<file path="src/rtl/id_ex_pipe_reg.sv">
// id_ex_pipe_reg: valid/ready pipeline stage with a one-entry skid buffer, flush, halt injection
// and saturating stall/bubble counters.
module id_ex_pipe_reg #(
    parameter int unsigned       DATA_W    = 160,
    parameter logic [DATA_W-1:0] HALT_DATA = DATA_W'(10),
    parameter int unsigned       CNT_W     = 16
) (
    input  logic              clk,
    input  logic              rst_n,
    input  logic              in_valid,
    output logic              in_ready,
    input  logic [DATA_W-1:0] in_data,
    input  logic              flush,
    input  logic              halt,
    output logic              out_valid,
    input  logic              out_ready,
    output logic [DATA_W-1:0] out_data,
    output logic              out_halt,
    output logic              halted,
    output logic [CNT_W-1:0]  stall_cnt,
    output logic [CNT_W-1:0]  bubble_cnt
);
    typedef enum logic [2:0] {S_EMPTY, S_ONE, S_TWO, S_HALT, S_DONE} state_t;

    state_t            state_q, state_d;
    logic [DATA_W-1:0] main_q, main_d, skid_q, skid_d;
    logic              in_ready_q, in_ready_d, out_valid_q, out_valid_d;
    logic              out_halt_q, out_halt_d, halted_q, halted_d;
    logic [CNT_W-1:0]  stall_cnt_q, stall_cnt_d, bubble_cnt_q, bubble_cnt_d;
    logic              accept, xfer;

    assign accept = in_valid & in_ready_q;
    assign xfer   = out_valid_q & out_ready;

    always_comb begin
        state_d = state_q;
        main_d  = main_q;
        skid_d  = skid_q;
        case (state_q)
            S_EMPTY: begin
                if (accept) begin
                    main_d  = in_data;
                    state_d = S_ONE;
                end
            end
            S_ONE: begin
                if (accept && xfer) begin
                    main_d = in_data;
                end else if (accept) begin
                    skid_d  = in_data;
                    state_d = S_TWO;
                end else if (xfer) begin
                    main_d  = '0;
                    state_d = S_EMPTY;
                end
            end
            S_TWO: begin
                if (xfer) begin
                    main_d  = skid_q;
                    skid_d  = '0;
                    state_d = S_ONE;
                end
            end
            S_HALT: begin
                if (xfer) begin
                    main_d  = '0;
                    state_d = S_DONE;
                end
            end
            default: begin
                main_d  = '0;
                skid_d  = '0;
                state_d = S_DONE;
            end
        endcase
        // Halt outranks flush; both are ignored once the halt word has been issued.
        if (!(state_q inside {S_HALT, S_DONE})) begin
            if (halt) begin
                state_d = S_HALT;
                main_d  = HALT_DATA;
                skid_d  = '0;
            end else if (flush) begin
                state_d = S_EMPTY;
                main_d  = '0;
                skid_d  = '0;
            end
        end
        in_ready_d   = state_d inside {S_EMPTY, S_ONE};
        out_valid_d  = state_d inside {S_ONE, S_TWO, S_HALT};
        out_halt_d   = state_d == S_HALT;
        halted_d     = state_d inside {S_HALT, S_DONE};
        stall_cnt_d  = (out_valid_q && !out_ready && !(&stall_cnt_q)) ? stall_cnt_q + CNT_W'(1) : stall_cnt_q;
        bubble_cnt_d = (out_ready && !out_valid_q && !halted_q && !(&bubble_cnt_q)) ?
                       bubble_cnt_q + CNT_W'(1) : bubble_cnt_q;
    end

    always_ff @(posedge clk or negedge rst_n) begin
        if (!rst_n) begin
            state_q      <= S_EMPTY;
            main_q       <= '0;
            skid_q       <= '0;
            in_ready_q   <= 1'b1;
            out_valid_q  <= 1'b0;
            out_halt_q   <= 1'b0;
            halted_q     <= 1'b0;
            stall_cnt_q  <= '0;
            bubble_cnt_q <= '0;
        end else begin
            state_q      <= state_d;
            main_q       <= main_d;
            skid_q       <= skid_d;
            in_ready_q   <= in_ready_d;
            out_valid_q  <= out_valid_d;
            out_halt_q   <= out_halt_d;
            halted_q     <= halted_d;
            stall_cnt_q  <= stall_cnt_d;
            bubble_cnt_q <= bubble_cnt_d;
        end
    end

    assign in_ready   = in_ready_q;
    assign out_valid  = out_valid_q;
    assign out_data   = main_q;
    assign out_halt   = out_halt_q;
    assign halted     = halted_q;
    assign stall_cnt  = stall_cnt_q;
    assign bubble_cnt = bubble_cnt_q;
endmodule

</file>
<file path="config.mk">
export PLATFORM = sky130hd
export DESIGN_NAME = id_ex_pipe_reg
export DESIGN_NICKNAME = d
export VERILOG_FILES = /design/src/rtl/id_ex_pipe_reg.sv
export SDC_FILE = /design/constraint.sdc
export NUM_CORES = 1
export LEC_CHECK = 0
export ABC_AREA = 1
export ABC_CLOCK_PERIOD_IN_PS = 3200
export CAP_MARGIN = 40
export CORE_MARGIN = 2
export CORE_UTILIZATION = 45
export CTS_BUF_LIST = sky130_fd_sc_hd__clkbuf_8
export CTS_CLUSTER_SIZE = 8
export DETAILED_ROUTE_END_ITERATION = 12
export PLACE_DENSITY = 0.73
export SLEW_MARGIN = 20
export SYNTH_ARGS = -nofsm -noshare
export SYNTH_HDL_FRONTEND = slang
export SYNTH_SLANG_ARGS = --single-unit
</file>
<file path="constraint.sdc">
create_clock -name clk -period 3.2 [get_ports clk]
set_input_delay 0.48 -clock clk [delete_from_list [all_inputs] [get_ports clk]]
set_output_delay 0.48 -clock clk [all_outputs]
set_load 0.02 [all_outputs]
</file>
==> out/metrics.yaml <==
status: "complete, no violations"
grt-busiest-layer: "met2"
placedCellCount: 2691
drcViolationCount: 0
maxCapViolCount: 0
wl_um: 48260
grt_pass1_vias: 14560
vias: 14860
cp_common_cell: "nand2_1"
fin_crit_sh_pct: 72.75
n_fill_cell: 3062
synthesis.nets: 2134
use_met2_pct: 40.67
h-tree-depth: 2
required_ps: 3680
clockBufferDepth: 3
syn_avg_cell_area_sq_um: 8.162
post_drt_wl_per_cell_um: 17.19
fin_nets: 2462
coreArea_sq_um: 35310
synth_warnings: 0
cp.arrival_ps: 2800
critPathCaptureType: "register"
worstMarginPinSlew_ps: 714.4
tritoncts: "done"
portBuffers: 361
tns_ps: 0
grtUsageMet3_pct: 7.674
maxSlewHeadroom_pct: 52.38
path_class: "reg2reg"
ir_worst_vdd_uv: 703.0
start_kind: "register"
clkTransAtPathRegs_ps: 60
instances_no_fill: 2808
power_uw: 14240
worstSkewPairLatency_ps: 660
crit_chain: "nand2_1 -> inv_2 -> nand2_1 -> nand2_1 -> nand4_4 -> buf_12 -> nand2_1 -> a21oi_1"
power.density_nw_per_um2: 668.4
setup_viol: 0
cts_root_buf: "clkbuf_8"
startpoint: "in_ready$_DFF_PN1_"
grt_pass1_wl_um: 75980
num_rows: 69
max_freq_mhz: 429.5
grt_max_degree: 117
slowest_delay_ps: 550
drt_pass1_iterations: 5
antenna_found_initial: 6
cts_sinks: 359
place_hpwl_um: 30590
die_w_um: 192.8
ios: 362
grtUsageTotal_pct: 25.68
die_y_um: 192.8
p_leak_uw: 0.008817
crit_family: "simple AND/OR/NAND/NOR gates"
synth_seq_cells: 359
syn_inst: 1966
postRouteAntennaNets: 0
finalClockSkew_ps: 29.96
die-area_sq_um: 37190
slew_viol_final: 0
first_iter_violations: 1021
routabilityCongestion: 0.8867
crit_slowest_cell: "dfstp_2"
yosysSeqAreaShare_pct: 55.99
netlist-cell-type-count: 30
crit_fanout: 38
via_per_inst: 5.291
drive_above_1_share_pct: 5.855
rr_startpoint: "in_ready$_DFF_PN1_"
hold_viol_final: 0
postCtsSetupBuffers: 0
grt_overflow: 0
start_util_pct: 45.44
layout_min_cycle_time_ps: 2328
synth_area_sq_um: 16050
hold_path.class: "in2async"
cts_made_buffers: 61
worst-path-buf-inv: 2
rsz0062_at_grt: "no"
area_growth_pct: 32.76
grt_use_met1_pct: 32.90
==> worst paths after layout <==
path / to / slack (ps) / depth (start not counted)
max in group asynchronous: in_ready$_DFF_PN1_ / 1890 / 3
max reg2reg: skid_q[19]$_DFF_PN0_ / 870 / 8
min in group clk: skid_q[138]$_DFF_PN0_ / 400 / 3
min: bubble_cnt[3]$_DFFE_PN0P_ / 400 / 2
max: skid_q[19]$_DFF_PN0_ / 870 / 8
min reg2reg: skid_q[30]$_DFF_PN0_ / 530 / 2
==> metal layers <==
layer  wire [um]  part of all wire, %
met1       19480                   40
met3        4510                  9.3
met2       22880                   47
met4        1401                  2.9
met5           0                    0
==> through the flow <==
stage          utilization, %  hold slack [ps]  setup WS, ps  area (sq um)
2_1_floorplan               -            184.4          1393         16050
3_3_place_gp            56.78            481.8         446.6         20050
3_5_place_dp            56.78            485.4         428.9         20050
4_1_cts                 60.28            360.8         826.6         21290
5_1_grt                 60.32            390.4         687.4         21300
6_report                60.33            397.7         871.9         21300
==> layout by cell type, fill, tap and decap left out, drive strengths merged, types with 2 or more instances in the layout <==
master	netlist	routed
a21oi	180	180
a22oi	20	20
a31oi	109	109
buf	88	30
clkbuf	38	77
clkdlybuf4s50	0	360
clkinv	0	6
dfrtp	358	358
diode	0	7
ha	2	2
inv	91	115
nand2	888	888
nand3	59	59
nand4	8	8
nor2	48	48
nor3	15	15
o21ai	43	43
xnor2	4	4
xor2	12	12
==> kinds of logic after synthesis <==
group,count (synthesis),synth area share [%]
buf+inv,217,5.887
fa+ha+maj,2,0.1559
compound gates,352,12.26
simple gates,1020,24.83
xor+xnor,16,0.8733
flops,359,55.99
==> synth_stat cells <==
library cell | number | area share (%)
nor2_1 | 46 | 1.1
buf_4 | 10 | 0.47
o21ai_4 | 1 | 0.10
nor3_1 | 14 | 0.44
inv_2 | 6 | 0.14
dfrtp_1 | 358 | 56
xor2_1 | 12 | 0.65
nand4_2 | 1 | 0.078
a22oi_1 | 20 | 0.94
nand4_1 | 7 | 0.27
nand2_1 | 884 | 21
ha_1 | 2 | 0.16
nor2_2 | 2 | 0.078
o21ai_2 | 2 | 0.11
buf_2 | 74 | 2.3
or2_2 | 1 | 0.039
nand3_1 | 58 | 1.8
nor3_4 | 1 | 0.10
o21ai_0 | 38 | 1.2
buf_1 | 4 | 0.094
nand3b_1 | 1 | 0.047
nand2_2 | 4 | 0.16
a21oi_1 | 180 | 5.6
xnor2_1 | 4 | 0.22
clkbuf_1 | 38 | 0.89
dfstp_2 | 1 | 0.16
inv_1 | 85 | 2.0
a31oi_1 | 109 | 4.2
o21ai_1 | 2 | 0.062
nand3_2 | 1 | 0.062
==> sequential cells by signal, summed over array words and instances (netlist names) <==
signal,cells
halted,1
skid_q,160
out_data,160
out_halt,1
bubble_cnt,16
out_valid,1
stall_cnt,16
in_ready,1
state_q,3
==> report_power, final <==
group          leakage [uW]  internal [uW]  switching (uW)
logic               0.00313           1420            3540
clock network      0.000718           2230            1890
registers           0.00497           4870             281
total               0.00882           8520            5710
==> layout make-up <==
type	instances	area [sq um]	area share (%)
Antenna cell	7	17.52	0.08222
Clock buffer	77	1060	4.974
Clock inverter	32	167.7	0.7870
Inverter	91	349.1	1.639
Multi-Input combinational cell	1390	6152	28.88
Sequential cell	359	8985	42.17
Tap cell	461	576.8	2.707
Timing Repair Buffer	391	3996	18.76
==> timing repair <==
action	CTS	global route
hold buffers	1	0
hold endpoints to repair	59	0
resized for setup	0	0
No activity file was read; power rests on OpenSTA's default activity.
==> edit 1, RTL diff (same settings) <==
Register the output `stall_cnt` once more; this adds one clock of latency there. The other outputs are not delayed to match.
--- a/src/rtl/id_ex_pipe_reg.sv
+++ b/src/rtl/id_ex_pipe_reg.sv
@@ -124,5 +124,7 @@
     assign out_halt   = out_halt_q;
     assign halted     = halted_q;
-    assign stall_cnt  = stall_cnt_q;
+    always_ff @(posedge clk) begin
+        stall_cnt <= stall_cnt_q;
+    end
     assign bubble_cnt = bubble_cnt_q;
 endmodule
Function: changed (Yosys sat finds a counterexample within 4 cycles, from zero or initial values and one cycle with rst_n low).
==> edit 1 against the unedited design <==
- power increased by 1.3%
- final area grew 1.5%
- sequential cell count increased by 16
- worst hold slack better by 29 ps
- setup slack got worse by 150 ps
- synthesized area up 2.0%
- largest power group unchanged
- cell count up 0.50%
- wire length rose by 0.86%
- critical endpoint is now bubble_cnt[7]$_DFFE_PN0P_
==> edit 1: results (changes against the unedited design) <==
Run status
  – Status: finished clean

Global route
  – Largest net degree at the start of global routing: 114 (-2.6%)
  – Antenna violations before repair: 9 (+3)
  – Vias in the first global route: 14.8k (+1.6%)
  – First-pass GRT wire length: 78,100 um (+2.8%)
  – Gr usage total: 25.5% (-0.22 points)

Place
  – HPWL after detailed placement: 31,100 um (+1.7%)
  – PortBufs: 361 (unchanged)
  – GP Congestion: 0.867 (-2.2%)
  – Dpl cells: 2,713 (+0.82%)

Finish
  – FILL cells: 3,083 (+0.69%)
  – Layout cells sized above 1: 5.65% (-0.20 points)
  – Final net count: 2,484 (+0.89%)
  – Non-Filler Instances: 2,822 (+0.50%)

Pwr
  – VDD IR-drop max: 0.000603 V (-14%)
  – P_int: 8.70 mW (+2.0%)
  – Static Leak: 8.94 nW (+1.4%)

Clock tree
  – Setup bufs post-CTS: 0 (unchanged)
  – CTS HTree Levels: 2 (unchanged)
  – Worst skew pair latency: 610 ps (-50 ps)
  – Num CTS Buffers: 61 (unchanged)
  – Clock Pin Slew Worst Setup and Hold Paths: 60 ps (about the same)
  – Clk root buf: clkbuf_8
  – Clock Tree Buf Depth: 3 (unchanged)

Setup path
  – Crit-path slowest cell: o21ai_2
  – Slowest cell delay on critical path: 500 ps (-50 ps)
  – Max Fanout on Critical Path: 16 (-58%)
  – Critical Path AT: 2980 ps (+180 ps)
  – Worst Reg-to-Reg Cells: 8 (unchanged)

Hold path
  – Tightest Hold Check Type: reg -> reg
  – Hold Path Depth: 0

Logic synthesis
  – Mapped Nets: 2,150 (+0.75%)
  – Sequential share of the synthesized area: 56.9% (+0.86 points)
  – Asr flop ratio synth: 95.7% (-4.3 points)
  – Synthesized instance count: 1,982 (+0.81%)
  – Top post-synthesis cells by area: dfrtp_1, nand2_1, a21oi_1
  – Ys Warns: 0 (unchanged)
  – Top cells by count, synth: nand2_1, dfrtp_1, a21oi_1
  – Post-synth cell types: 31 (+3.3%)

Detailed routing
  – Routed len/inst: 17.3 um (+0.36%)
  – Initial DRT Pass Iterations: 5 (unchanged)
  – Vias per cell: 5.26 (-0.64%)
  – DR iter-0 viols: 1,088 (+6.6%)

Timing
  – Slew HR: 43.8% (-8.6 points)
  – Worst Skew: 30.8 ps (+0.858 ps)
edit 1: path summary, 6_finish.rpt:
kind / slack, ps / end / startpoint
setup / recovery: 720 / bubble_cnt[7]$_DFFE_PN0P_ / bubble_cnt[0]$_DFFE_PN0P_
hold / removal: 430 / stall_cnt[3]$_DFF_P_ / stall_cnt_q[3]$_DFFE_PN0P_
setup reg to reg: 720 / bubble_cnt[7]$_DFFE_PN0P_ / bubble_cnt[0]$_DFFE_PN0P_
hold reg to reg: 430 / stall_cnt[3]$_DFF_P_ / stall_cnt_q[3]$_DFFE_PN0P_
max in group asynchronous: 1850 / out_data[87]$_DFF_PN0_ / rst_n
min in group asynchronous: 490 / bubble_cnt[0]$_DFFE_PN0P_ / rst_n
edit 1: per-layer routing:
metal | track usage (%) | wire length [um] | vias up
li1 | - | - | 7069
met1 | 32.5 | 20100 | 7111
met2 | 39.6 | 22300 | 551
met3 | 9.23 | 4620 | 102
met4 | 10.1 | 1600 | 4
met5 | 0 | 26 | -
edit 1: power by group through the flow:
stage,clock network (mW),registers [mW],logic (mW)
6_report,3.94,5.41,5.07
2_1_floorplan,0,5.70,2.81
3_5_place_dp,0,5.49,5.08
5_1_grt,4.25,5.45,5.51
4_1_cts,4.04,5.41,5.10
3_3_place_gp,0,5.48,5.06
edit 1: worst max-delay path: cells and delay by family (launching register included):
family / cells / cell delay (ps)
and+or+nand+nor: 4 / 660
AOI/OAI and AO/OA: 1 / 500
buffers and inverters: 2 / 470
DFF: 1 / 470
adders and majority gates: 1 / 250
edit 1: layout make-up:
| class | instances | area share [%] |
|---|---|---|
| Tap cell | 461 | 2.67 |
| Antenna cell | 7 | 0.0810 |
| Sequential cell | 375 | 43.0 |
| Clock inverter | 29 | 0.660 |
| Multi-Input combinational cell | 1390 | 28.4 |
| Clock buffer | 72 | 4.58 |
| Timing Repair Buffer | 397 | 18.9 |
| Inverter | 91 | 1.61 |
edit 1: what timing repair did:
action                    in CTS  in global routing
gates resized for setup        0                  0
hold buffers                   1                  0
hold endpoints to repair      90                  0
edit 1: cells by family after synthesis:
logic type | Yosys count | share of synthesized area, %
buffers and inverters | 217 | 5.77
AOI/OAI and AO/OA | 352 | 12.0
xor gates and xnor gates | 16 | 0.856
and+or+nand+nor | 1020 | 24.3
DFF | 375 | 56.9
adders and majority gates | 2 | 0.153
edit 1: through the flow:
stage                     hold WS [ps]  setup slack [ps]  power (mW)  instance area [um^2]
final                              427               719        14.4                 21600
after global routing               436               489        15.2                 21600
after CTS                          409               723        14.5                 21600
after detailed placement           401               552        10.6                 20500
after global placement             403               671        10.5                 20500
after floorplan                    184              1400        8.51                 16400
==> edit 2, RTL diff (same settings) <==
Made on the original files. Set the parameter `DATA_W` to 152 (it was 160).
--- a/src/rtl/id_ex_pipe_reg.sv
+++ b/src/rtl/id_ex_pipe_reg.sv
@@ -2,5 +2,5 @@
 // and saturating stall/bubble counters.
 module id_ex_pipe_reg #(
-    parameter int unsigned       DATA_W    = 160,
+    parameter int unsigned       DATA_W    = 152,
     parameter logic [DATA_W-1:0] HALT_DATA = DATA_W'(10),
     parameter int unsigned       CNT_W     = 16
Ports: changed (resized in_data and out_data); port bits go from 362 to 346. No check against the original RTL was run, so the function may have changed too.
==> edit 2 against the unedited design <==
- non-clock buffer count decreased by 17
- worst hold slack better by 69 ps
- largest power group unchanged
- power down 6.5%
- cell count fell by 5.4%
- setup slack worse by 32 ps
- critical path type unchanged
- die area decreased by 4.7%
- synthesized area is 4.8% lower
- global-route usage down 0.62 points
- final area shrank 5.3%
- core utilization is essentially flat
- wire length fell by 7.7%
- synthesized cell count decreased by 5.2%
- sequential cell count shrank 16
==> edit 2: results (changes against the unedited design) <==
Logic synthesis
  – Xor and xnor area share after synthesis: 0.917% (+0.044 points)
  – Sequential share of the synthesized area: 56.2% (+0.20 points)
  – Post-Synth Adder-Cell Area: 0.164% (+0.0079 points)
  – Post-synth cell types: 31 (+3.3%)
  – Area fraction in compound gates after synthesis: 12.2% (-0.070 points)
  – Top post-synthesis cells by area: dfrtp_1, nand2_1, a21oi_1
  – Top cells by count, synth: nand2_1, dfrtp_1, a21oi_1
  – Synthesized instance count: 1,863 (-5.2%)

Place
  – GP Congestion: 0.874 (-1.5%)
  – Dpl cells: 2,565 (-4.7%)
  – PortBufs: 345 (-4.4%)
  – DP Area: 19,100 um^2 (-4.5%)

Clock tree
  – Worst skew pair latency: 600 ps (-60 ps)
  – Num CTS Buffers: 57 (-6.6%)

Setup path
  – Slowest cell delay on critical path: 480 ps (-70 ps)
  – Worst Setup SP: bubble_cnt[0]$_DFFE_PN0P_
  – Crit-path slowest cell: dfrtp_1
  – Critical Path AT: 2860 ps (+60 ps)
  – Max Fanout on Critical Path: 16 (-58%)
  – CP endpoint: bubble_cnt[1]$_DFFE_PN0P_

Detailed routing
  – DR iter-0 viols: 1,128 (+10%)
  – Met3 Wirelength: 3640 um (-19%)
  – Met2 wire len: 21,400 um (-6.7%)
  – Initial DRT Pass Iterations: 6 (+1)
  – M1 WL: 18,400 um (-5.4%)

Global route
  – Vias in the first global route: 13.9k (-4.6%)
  – First-pass GRT wire length: 72,500 um (-4.6%)
  – Met1 usage: 33.0% (+0.14 points)
  – Largest net degree at the start of global routing: 120 (+2.6%)
  – Gr usage total: 25.1% (-0.62 points)
  – GR Util met2: 40.9% (+0.19 points)
  – Antenna violations before repair: 4 (-2)

Finish
  – Layout cells sized above 1: 5.35% (-0.50 points)
  – Non-Filler Instances: 2,657 (-5.4%)
  – Final net count: 2,337 (-5.1%)

Run status
  – Status: finished clean

Timing
  – Slew HR: 50.0% (-2.4 points)
  – Peak Freq: 0.424 GHz (-1.4%)
## edit 2: cell types whose count changed after synthesis, moves of 4 or more
cell and change:
buf_2 -4, a21oi_1 -14, o21ai_0 -6, a22oi_1 -6, nand3_1 -9, nor2_1 -6, nand2_1 -29, inv_1 -14
dfrtp_1 -16, a31oi_1 +7
## edit 2: where the power goes
group | internal, mW | switching (mW) | leakage [nW]
logic | 1.44 | 3.37 | 2.89
registers | 4.66 | 0.277 | 4.75
clock network | 1.88 | 1.69 | 0.586
## edit 2: repair_timing
item / 4_1_cts / 5_1_grt
hold endpoints to repair: 67 / 0
buffers inserted: 0 / 0
hold buffers: 1 / 0
## edit 2: layout make-up
cell class	count	area, um^2
antenna	4	10.0
clock buffer	68	936
clock inverter	19	75.1
fill	2850	13300
inverter	76	293
multi-input combinational	1325	5850
sequential	343	8580
tap	448	561
timing repair buffer	374	3870
